==> config.mk <==
export PLATFORM = sky130hd
export DESIGN_NAME = mel_filter_sequencer_flat
export DESIGN_NICKNAME = d
export VERILOG_FILES = /design/src/rtl/mel_filter_sequencer_if.sv /design/src/rtl/mel_filter_sequencer.sv /design/src/flat_wrapper.sv
export SDC_FILE = /design/constraint.sdc
export NUM_CORES = 1
export LEC_CHECK = 0
export CORE_MARGIN = 3
export CORE_UTILIZATION = 31
export DETAILED_ROUTE_END_ITERATION = 6
export MAX_ROUTING_LAYER = met4
export PLACE_DENSITY = 0.64
export SYNTH_ARGS = -nofsm -noshare
export SYNTH_HDL_FRONTEND = slang
export SYNTH_SLANG_ARGS = --single-unit
export TNS_END_PERCENT = 5
==> constraint.sdc <==
create_clock -name clk_i -period 3.1 [get_ports clk_i]
set_input_delay 0.62 -clock clk_i [delete_from_list [all_inputs] [get_ports clk_i]]
set_output_delay 0.62 -clock clk_i [all_outputs]
set_load 0.02 [all_outputs]
==> src/rtl/mel_filter_sequencer_if.sv <==
`default_nettype none
// ============================================================================
// Module   : mel_filter_sequencer_if
// Brief    : Mel band output stream (data, band index, valid/ready handshake)
//            between the mel filter sequencer and its downstream consumer.
// Revision : 1.0 - initial release
// ============================================================================
interface mel_filter_sequencer_if #(
    parameter int N_MELS = 40,
    parameter int OUT_W  = 32
);
    logic [OUT_W-1:0]          mel_data_o;
    logic [$clog2(N_MELS)-1:0] mel_idx_o;
    logic                      mel_valid_o;
    logic                      mel_ready_i;

    // Producer side: the sequencer
    modport master (
        output mel_data_o,
        output mel_idx_o,
        output mel_valid_o,
        input  mel_ready_i
    );

    // Consumer side
    modport slave (
        input  mel_data_o,
        input  mel_idx_o,
        input  mel_valid_o,
        output mel_ready_i
    );
endinterface
`default_nettype wire

==> src/rtl/mel_filter_sequencer.sv <==
`default_nettype none
// ============================================================================
// Module   : mel_filter_sequencer
// Brief    : Walks a band table, streams power bins and filter weights into an
//            external MAC, and emits one shifted MAC result per mel band.
// Config   : MEL_SEQ_SATURATE_EN - saturate mel output to all-ones when the
//            shifted accumulator overflows OUT_W (default: truncate).
// Revision : 1.0 - initial release
// ============================================================================
module mel_filter_sequencer #(
    parameter int N_BINS  = 257,
    parameter int N_MELS  = 40,
    parameter int POWER_W = 31,
    parameter int COEFF_W = 16,
    parameter int ACCUM_W = 54,
    parameter int OUT_W   = 32,
    parameter int SHIFT   = 16,
    parameter int WADDR_W = 12
) (
    input  wire logic                          clk_i,
    input  wire logic                          reset_i,
    input  wire logic                          start_i,
    output logic                               busy_o,
    output logic                               done_o,
    output logic [$clog2(N_MELS)-1:0]          band_idx_o,
    input  wire logic [$clog2(N_BINS)-1:0]     band_start_i,
    input  wire logic [$clog2(N_BINS+1)-1:0]   band_len_i,
    output logic [$clog2(N_BINS)-1:0]          power_addr_o,
    input  wire logic [POWER_W-1:0]            power_i,
    output logic [WADDR_W-1:0]                 weight_addr_o,
    input  wire logic [COEFF_W-1:0]            weight_i,
    output logic [POWER_W-1:0]                 mac_power_o,
    output logic [COEFF_W-1:0]                 mac_weight_o,
    output logic                               mac_accumulate_o,
    output logic                               mac_clear_o,
    input  wire logic [ACCUM_W-1:0]            mac_accum_i,
    mel_filter_sequencer_if.master             mel_if
);

    localparam int c_ADDR_W = $clog2(N_BINS);
    localparam int c_LEN_W  = $clog2(N_BINS + 1);
    localparam int c_BAND_W = $clog2(N_MELS);
    localparam logic [c_BAND_W-1:0] c_LAST_BAND = c_BAND_W'(N_MELS - 1);

    typedef enum logic [2:0] {
        S_IDLE    = 3'd0,
        S_LOAD    = 3'd1,
        S_CLEAR   = 3'd2,
        S_RUN     = 3'd3,
        S_DRAIN   = 3'd4,
        S_CAPTURE = 3'd5,
        S_OUTPUT  = 3'd6,
        S_DONE    = 3'd7
    } state_t;

    state_t                r_state;
    state_t                w_next_state;
    logic [c_BAND_W-1:0]   r_band;
    logic [WADDR_W-1:0]    r_waddr;
    logic [c_ADDR_W-1:0]   r_start;
    logic [c_LEN_W-1:0]    r_len;
    logic [c_LEN_W-1:0]    r_k;
    logic                  r_issue;
    logic [OUT_W-1:0]      r_mel_data;
    logic [c_BAND_W-1:0]   r_mel_idx;

    logic                  w_run;
    logic                  w_handshake;
    logic [c_LEN_W-1:0]    w_paddr_sum;
    logic [OUT_W-1:0]      w_mel_value;

    // Shifted accumulator reduced to the output width
`ifdef MEL_SEQ_SATURATE_EN
    logic [ACCUM_W-1:0]    w_shifted;
    assign w_shifted   = mac_accum_i >> SHIFT;
    assign w_mel_value = (|w_shifted[ACCUM_W-1:OUT_W]) ? {OUT_W{1'b1}}
                                                       : w_shifted[OUT_W-1:0];
`else
    assign w_mel_value = OUT_W'(mac_accum_i >> SHIFT);
`endif

    assign w_paddr_sum = c_LEN_W'(r_start) + r_k;
    assign w_handshake = (r_state == S_OUTPUT) && mel_if.mel_ready_i;

    // State register
    always_ff @(posedge clk_i) begin
        if (reset_i) begin
            r_state <= S_IDLE;
        end else begin
            r_state <= w_next_state;
        end
    end

    // Next-state decode and per-state control strobes; reset masks every output
    always_comb begin
        w_next_state = r_state;
        busy_o       = (r_state != S_IDLE);
        done_o       = 1'b0;
        mac_clear_o  = 1'b0;
        w_run        = 1'b0;
        mel_if.mel_valid_o = 1'b0;
        case (r_state)
            S_IDLE:    if (start_i) w_next_state = S_LOAD;
            S_LOAD:    w_next_state = S_CLEAR;
            S_CLEAR: begin
                // Band table data is valid here, one cycle after the LOAD address
                mac_clear_o  = 1'b1;
                w_next_state = (band_len_i != '0) ? S_RUN : S_CAPTURE;
            end
            S_RUN: begin
                w_run = 1'b1;
                if (r_k == r_len - 1'b1) w_next_state = S_DRAIN;
            end
            S_DRAIN:   w_next_state = S_CAPTURE;
            S_CAPTURE: w_next_state = S_OUTPUT;
            S_OUTPUT: begin
                mel_if.mel_valid_o = 1'b1;
                if (mel_if.mel_ready_i)
                    w_next_state = (r_band == c_LAST_BAND) ? S_DONE : S_LOAD;
            end
            S_DONE: begin
                done_o       = 1'b1;
                w_next_state = S_IDLE;
            end
            default:   w_next_state = S_IDLE;
        endcase
        if (reset_i) begin
            busy_o             = 1'b0;
            done_o             = 1'b0;
            mac_clear_o        = 1'b0;
            w_run              = 1'b0;
            mel_if.mel_valid_o = 1'b0;
        end
    end

    // Band, weight-address and run-counter bookkeeping plus result capture
    always_ff @(posedge clk_i) begin
        if (reset_i) begin
            r_band     <= '0;
            r_waddr    <= '0;
            r_start    <= '0;
            r_len      <= '0;
            r_k        <= '0;
            r_issue    <= 1'b0;
            r_mel_data <= '0;
            r_mel_idx  <= '0;
        end else begin
            // Memory data for a RUN issue arrives one cycle later
            r_issue <= (r_state == S_RUN);
            case (r_state)
                S_IDLE: begin
                    if (start_i) begin
                        r_band  <= '0;
                        r_waddr <= '0;
                    end
                end
                S_CLEAR: begin
                    r_start <= band_start_i;
                    r_len   <= band_len_i;
                    r_k     <= '0;
                end
                S_RUN: begin
                    // Weight address is continuous across bands and wraps
                    r_k     <= r_k + 1'b1;
                    r_waddr <= r_waddr + 1'b1;
                end
                S_CAPTURE: begin
                    r_mel_data <= w_mel_value;
                    r_mel_idx  <= r_band;
                end
                S_OUTPUT: begin
                    if (w_handshake && (r_band != c_LAST_BAND)) r_band <= r_band + 1'b1;
                end
                default: ;
            endcase
        end
    end

    assign band_idx_o       = reset_i ? '0 : r_band;
    assign power_addr_o     = w_run ? w_paddr_sum[c_ADDR_W-1:0] : '0;
    assign weight_addr_o    = w_run ? r_waddr : '0;
    assign mac_power_o      = power_i;
    assign mac_weight_o     = weight_i;
    assign mac_accumulate_o = r_issue && !reset_i;
    assign mel_if.mel_data_o = reset_i ? '0 : r_mel_data;
    assign mel_if.mel_idx_o  = reset_i ? '0 : r_mel_idx;

endmodule
`default_nettype wire

==> src/flat_wrapper.sv <==
// flat-port wrapper written by rule: the top's interface ports become plain ports
module mel_filter_sequencer_flat 
#(
    parameter int N_BINS  = 257,
    parameter int N_MELS  = 40,
    parameter int POWER_W = 31,
    parameter int COEFF_W = 16,
    parameter int ACCUM_W = 54,
    parameter int OUT_W   = 32,
    parameter int SHIFT   = 16,
    parameter int WADDR_W = 12
)
  (clk_i, reset_i, start_i, busy_o, done_o, band_idx_o, band_start_i, band_len_i, power_addr_o, power_i, weight_addr_o, weight_i, mac_power_o, mac_weight_o, mac_accumulate_o, mac_clear_o, mac_accum_i, mel_if_mel_data_o, mel_if_mel_idx_o, mel_if_mel_valid_o, mel_if_mel_ready_i);
  mel_filter_sequencer_if #(.N_MELS(N_MELS), .OUT_W(OUT_W)) mel_if_i ();
  input  wire logic clk_i;
  input  wire logic reset_i;
  input  wire logic start_i;
  output logic busy_o;
  output logic done_o;
  output logic [$clog2(N_MELS)-1:0] band_idx_o;
  input  wire logic [$clog2(N_BINS)-1:0] band_start_i;
  input  wire logic [$clog2(N_BINS+1)-1:0] band_len_i;
  output logic [$clog2(N_BINS)-1:0] power_addr_o;
  input  wire logic [POWER_W-1:0] power_i;
  output logic [WADDR_W-1:0] weight_addr_o;
  input  wire logic [COEFF_W-1:0] weight_i;
  output logic [POWER_W-1:0] mac_power_o;
  output logic [COEFF_W-1:0] mac_weight_o;
  output logic mac_accumulate_o;
  output logic mac_clear_o;
  input  wire logic [ACCUM_W-1:0] mac_accum_i;
  output wire logic [$bits(mel_if_i.mel_data_o)-1:0] mel_if_mel_data_o;
  output wire logic [$bits(mel_if_i.mel_idx_o)-1:0] mel_if_mel_idx_o;
  output wire logic [$bits(mel_if_i.mel_valid_o)-1:0] mel_if_mel_valid_o;
  input wire logic [$bits(mel_if_i.mel_ready_i)-1:0] mel_if_mel_ready_i;
  assign mel_if_mel_data_o = mel_if_i.mel_data_o;
  assign mel_if_mel_idx_o = mel_if_i.mel_idx_o;
  assign mel_if_mel_valid_o = mel_if_i.mel_valid_o;
  assign mel_if_i.mel_ready_i = mel_if_mel_ready_i;
  mel_filter_sequencer #(.N_BINS(N_BINS), .N_MELS(N_MELS), .POWER_W(POWER_W), .COEFF_W(COEFF_W), .ACCUM_W(ACCUM_W), .OUT_W(OUT_W), .SHIFT(SHIFT), .WADDR_W(WADDR_W)) u_core (.clk_i(clk_i), .reset_i(reset_i), .start_i(start_i), .busy_o(busy_o), .done_o(done_o), .band_idx_o(band_idx_o), .band_start_i(band_start_i), .band_len_i(band_len_i), .power_addr_o(power_addr_o), .power_i(power_i), .weight_addr_o(weight_addr_o), .weight_i(weight_i), .mac_power_o(mac_power_o), .mac_weight_o(mac_weight_o), .mac_accumulate_o(mac_accumulate_o), .mac_clear_o(mac_clear_o), .mac_accum_i(mac_accum_i), .mel_if(mel_if_i));
endmodule
==> metrics.yaml <==
holdWs_ns: 0.4720
nFillCells: 1463
maxCapViolations: 0
worstPathArrival_ns: 2.44
grt_pass1_vias: 4157
drv_slew: 0
finalSetupViolations: 0
cts_tree: "yes"
place.gp.congestion: 0.8320
synthMostInstantiatedCell: "dfxtp_1"
crit_path_max_incr_delay_ns: 0.41
post_cts_buffers: 0
initial_core_util_pct: 31.93
report.final.hold_viol_count: 0
ir_drop_mv: 0.2885
grt_use_total_pct: 15.55
num_rows: 44
overflow: 0
grt_pass1_wl_um: 20110
required_ns: 2.48
antenna_left: 0
rsz0062_at_grt: "true"
fin_nets: 779
skew_ns: 0.007293
synth_fp_nets: 699
async_flop_share_pct: 0
clk_latency_ns: 0.35
cts_max_level: 3
ys_seq_area_share_pct: 37.25
die_w_um: 128.8
criticalPathCategory: "flip-flop to output pin"
finalCritPeriodShare_pct: 98.85
drt-initial-drc-count: 174
slew_headroom_pct: 59.03
drive_gt1_share_pct: 9.877
root_buffer: "clkbuf_16"
clock.fmax_mhz: 326.3
die_y_um: 128.8
clkSlewWorstSetupHoldPaths_ns: 0.06
grt_max_degree: 40
yosysWarnings: 0
portBuffers: 123
synth.distinct_cells: 50
wirelength_um: 12610
die_area_um2: 16590
synth_edf_count: 0
hold_path.class: "flip-flop to flip-flop"
num_vias: 4160
cpMaxStageDelayCell: "a2111oi_4"
p_per_area_nw_per_um2: 428.0
ios: 240
cts.sinks: 87
yosys_register_bits: 87
dp_hpwl_um: 9214
yosysTopAreaCell: "dfxtp_1"
yosys-top-cells-count: "dfxtp_1 (87), nand2_1 (67), buf_4 (50), nor2b_1 (50), nor2_1 (44)"
clockBufferDepth: 2
worstPathMaxFanout: 2
min_period_ns: 3.064
avgViaCountPerCell: 4.994
dr.pass1.iters: 4
area_growth_pct: 32.16
core_um2: 14640
wl_per_cell_um: 15.14
crit_path_cell_trace: "ha_4, fa_2, a21o_1, a21oi_2, o21bai_2, a2111oi_4, o21ai_1, a21oi_1, buf_4"
synth.area.top_cells: "dfxtp_1 (37%), buf_4 (8.0%), o22a_1 (6.9%), nor2b_1 (6.7%), nand2_1 (5.4%)"
synth_top_area_share_pct: 37.25
status: "complete, no violations"
leakagePower_nw: 2.354
yosys_most_used_dff: "dfxtp_1"
final_core_util_pct: 42.20
antenna_found_initial: 1
cts_made_buffers: 9
drc_errors: 0
avgSynthCellArea_um2: 8.305
syn_inst: 563
start_kind: "flip-flop"
cp-end-kind: "output pin"
holdBufCountCts: 0
netlist_area_um2: 4676
worst_pin_slew_ns: 0.6122
cells in the final DEF (no fill, tap or decap), types with 11 or more instances in the layout:
master / n
clkdlybuf4s50_1: 117
dfxtp_1: 85
nand2_1: 67
nor2b_1: 50
nor2_1: 43
o22a_1: 37
a21oi_1: 36
buf_4: 23
nor3_1: 14
and2_1: 14
nand3_1: 14
xor2_1: 12
o21ai_0: 11
ha_1: 11
what timing repair did:
| item | CTS | global route |
|---|---|---|
| pin swaps | 2 | 4 |
| endpoints found under the setup margin | 4 | 5 |
| gates resized for setup | 17 | 8 |
logic make-up (layout without fill, tap and decap cells):
logic type | after synthesis | after routing | share of synthesized area, %
adders and majority gates | 13 | 13 | 3.639
xor gates and xnor gates | 21 | 21 | 3.934
buffers and inverters | 86 | 171 | 10.97
AOI/OAI and AO/OA | 113 | 113 | 16.89
and+or+nand+nor | 234 | 234 | 25.21
muxes | 9 | 9 | 2.114
DFF | 87 | 87 | 37.25
other | 0 | 1 | 0
routing by layer:
metal | vias up | GRT usage [%] | wire (µm)
met4 | 0 | 7.412 | 454
met3 | 46 | 5.230 | 1001
met1 | 1924 | 17.47 | 5303
met5 | - | - | 0
li1 | 2042 | - | -
met2 | 148 | 24.85 | 5853
final timing paths:
path / from / end / slack [ns] / cells after the start
setup / recovery: u_core.r_start[0] / power_addr_o[8] / 0.04 / 9
hold / removal: u_core.r_start[6] / u_core.r_start[6] / 0.47 / 2
setup reg to reg: u_core.r_len[0] / u_core.r_state[2] / 0.49 / 8
hold reg to reg: u_core.r_start[6] / u_core.r_start[6] / 0.47 / 2
state kept, by name (all words and copies together) (netlist names):
signal and count:
u_core.r_band 6, u_core.r_len 9, u_core.r_issue 1, u_core.r_start 9, u_core.r_mel_data 32, u_core.r_mel_idx 6
u_core.r_waddr 12, u_core.r_state 3, u_core.r_k 9
where the power goes:
| part | switching, W | internal, W |
|---|---|---|
| sequential | 0.0000261 | 0.00114 |
| clock | 0.000451 | 0.000645 |
| combinational | 0.000201 | 0.000176 |
layout make-up:
type	count	area, µm²	area share [%]
inverter	10	37.54	0.6074
sequential	87	1744	28.22
clock inverter	5	57.56	0.9314
multi-input combinational	390	2471	39.99
tap	184	230.2	3.725
clock buffer	11	242.7	3.928
timing repair buffer	145	1394	22.56
antenna	1	2.502	0.04049
metrics by stage:
stage / setup TNS (ns) / setup WS (ns) / instances / total power [W] / cell area [µm²]
global placement: -0.3563 / -0.3049 / 816 / 0.001558 / 5824
CTS: -0.001355 / -0.001355 / 832 / 0.002675 / 6141
global route: -0.1777 / -0.1077 / 833 / 0.002777 / 6180
floorplan: 0 / 0.1270 / 563 / 0.001504 / 4676
detailed placement: -0.4452 / -0.3815 / 816 / 0.001569 / 5824
finish: 0 / 0.03576 / 833 / 0.002645 / 6180
critical path: cells and delay by family, from the launching register on:
kind | cells | cell delay [ns]
flops | 1 | 0.33
compound gates | 6 | 1.11
fa+ha+maj | 2 | 0.51
buf+inv | 1 | 0.15
(Power assumes the default switching activity.)
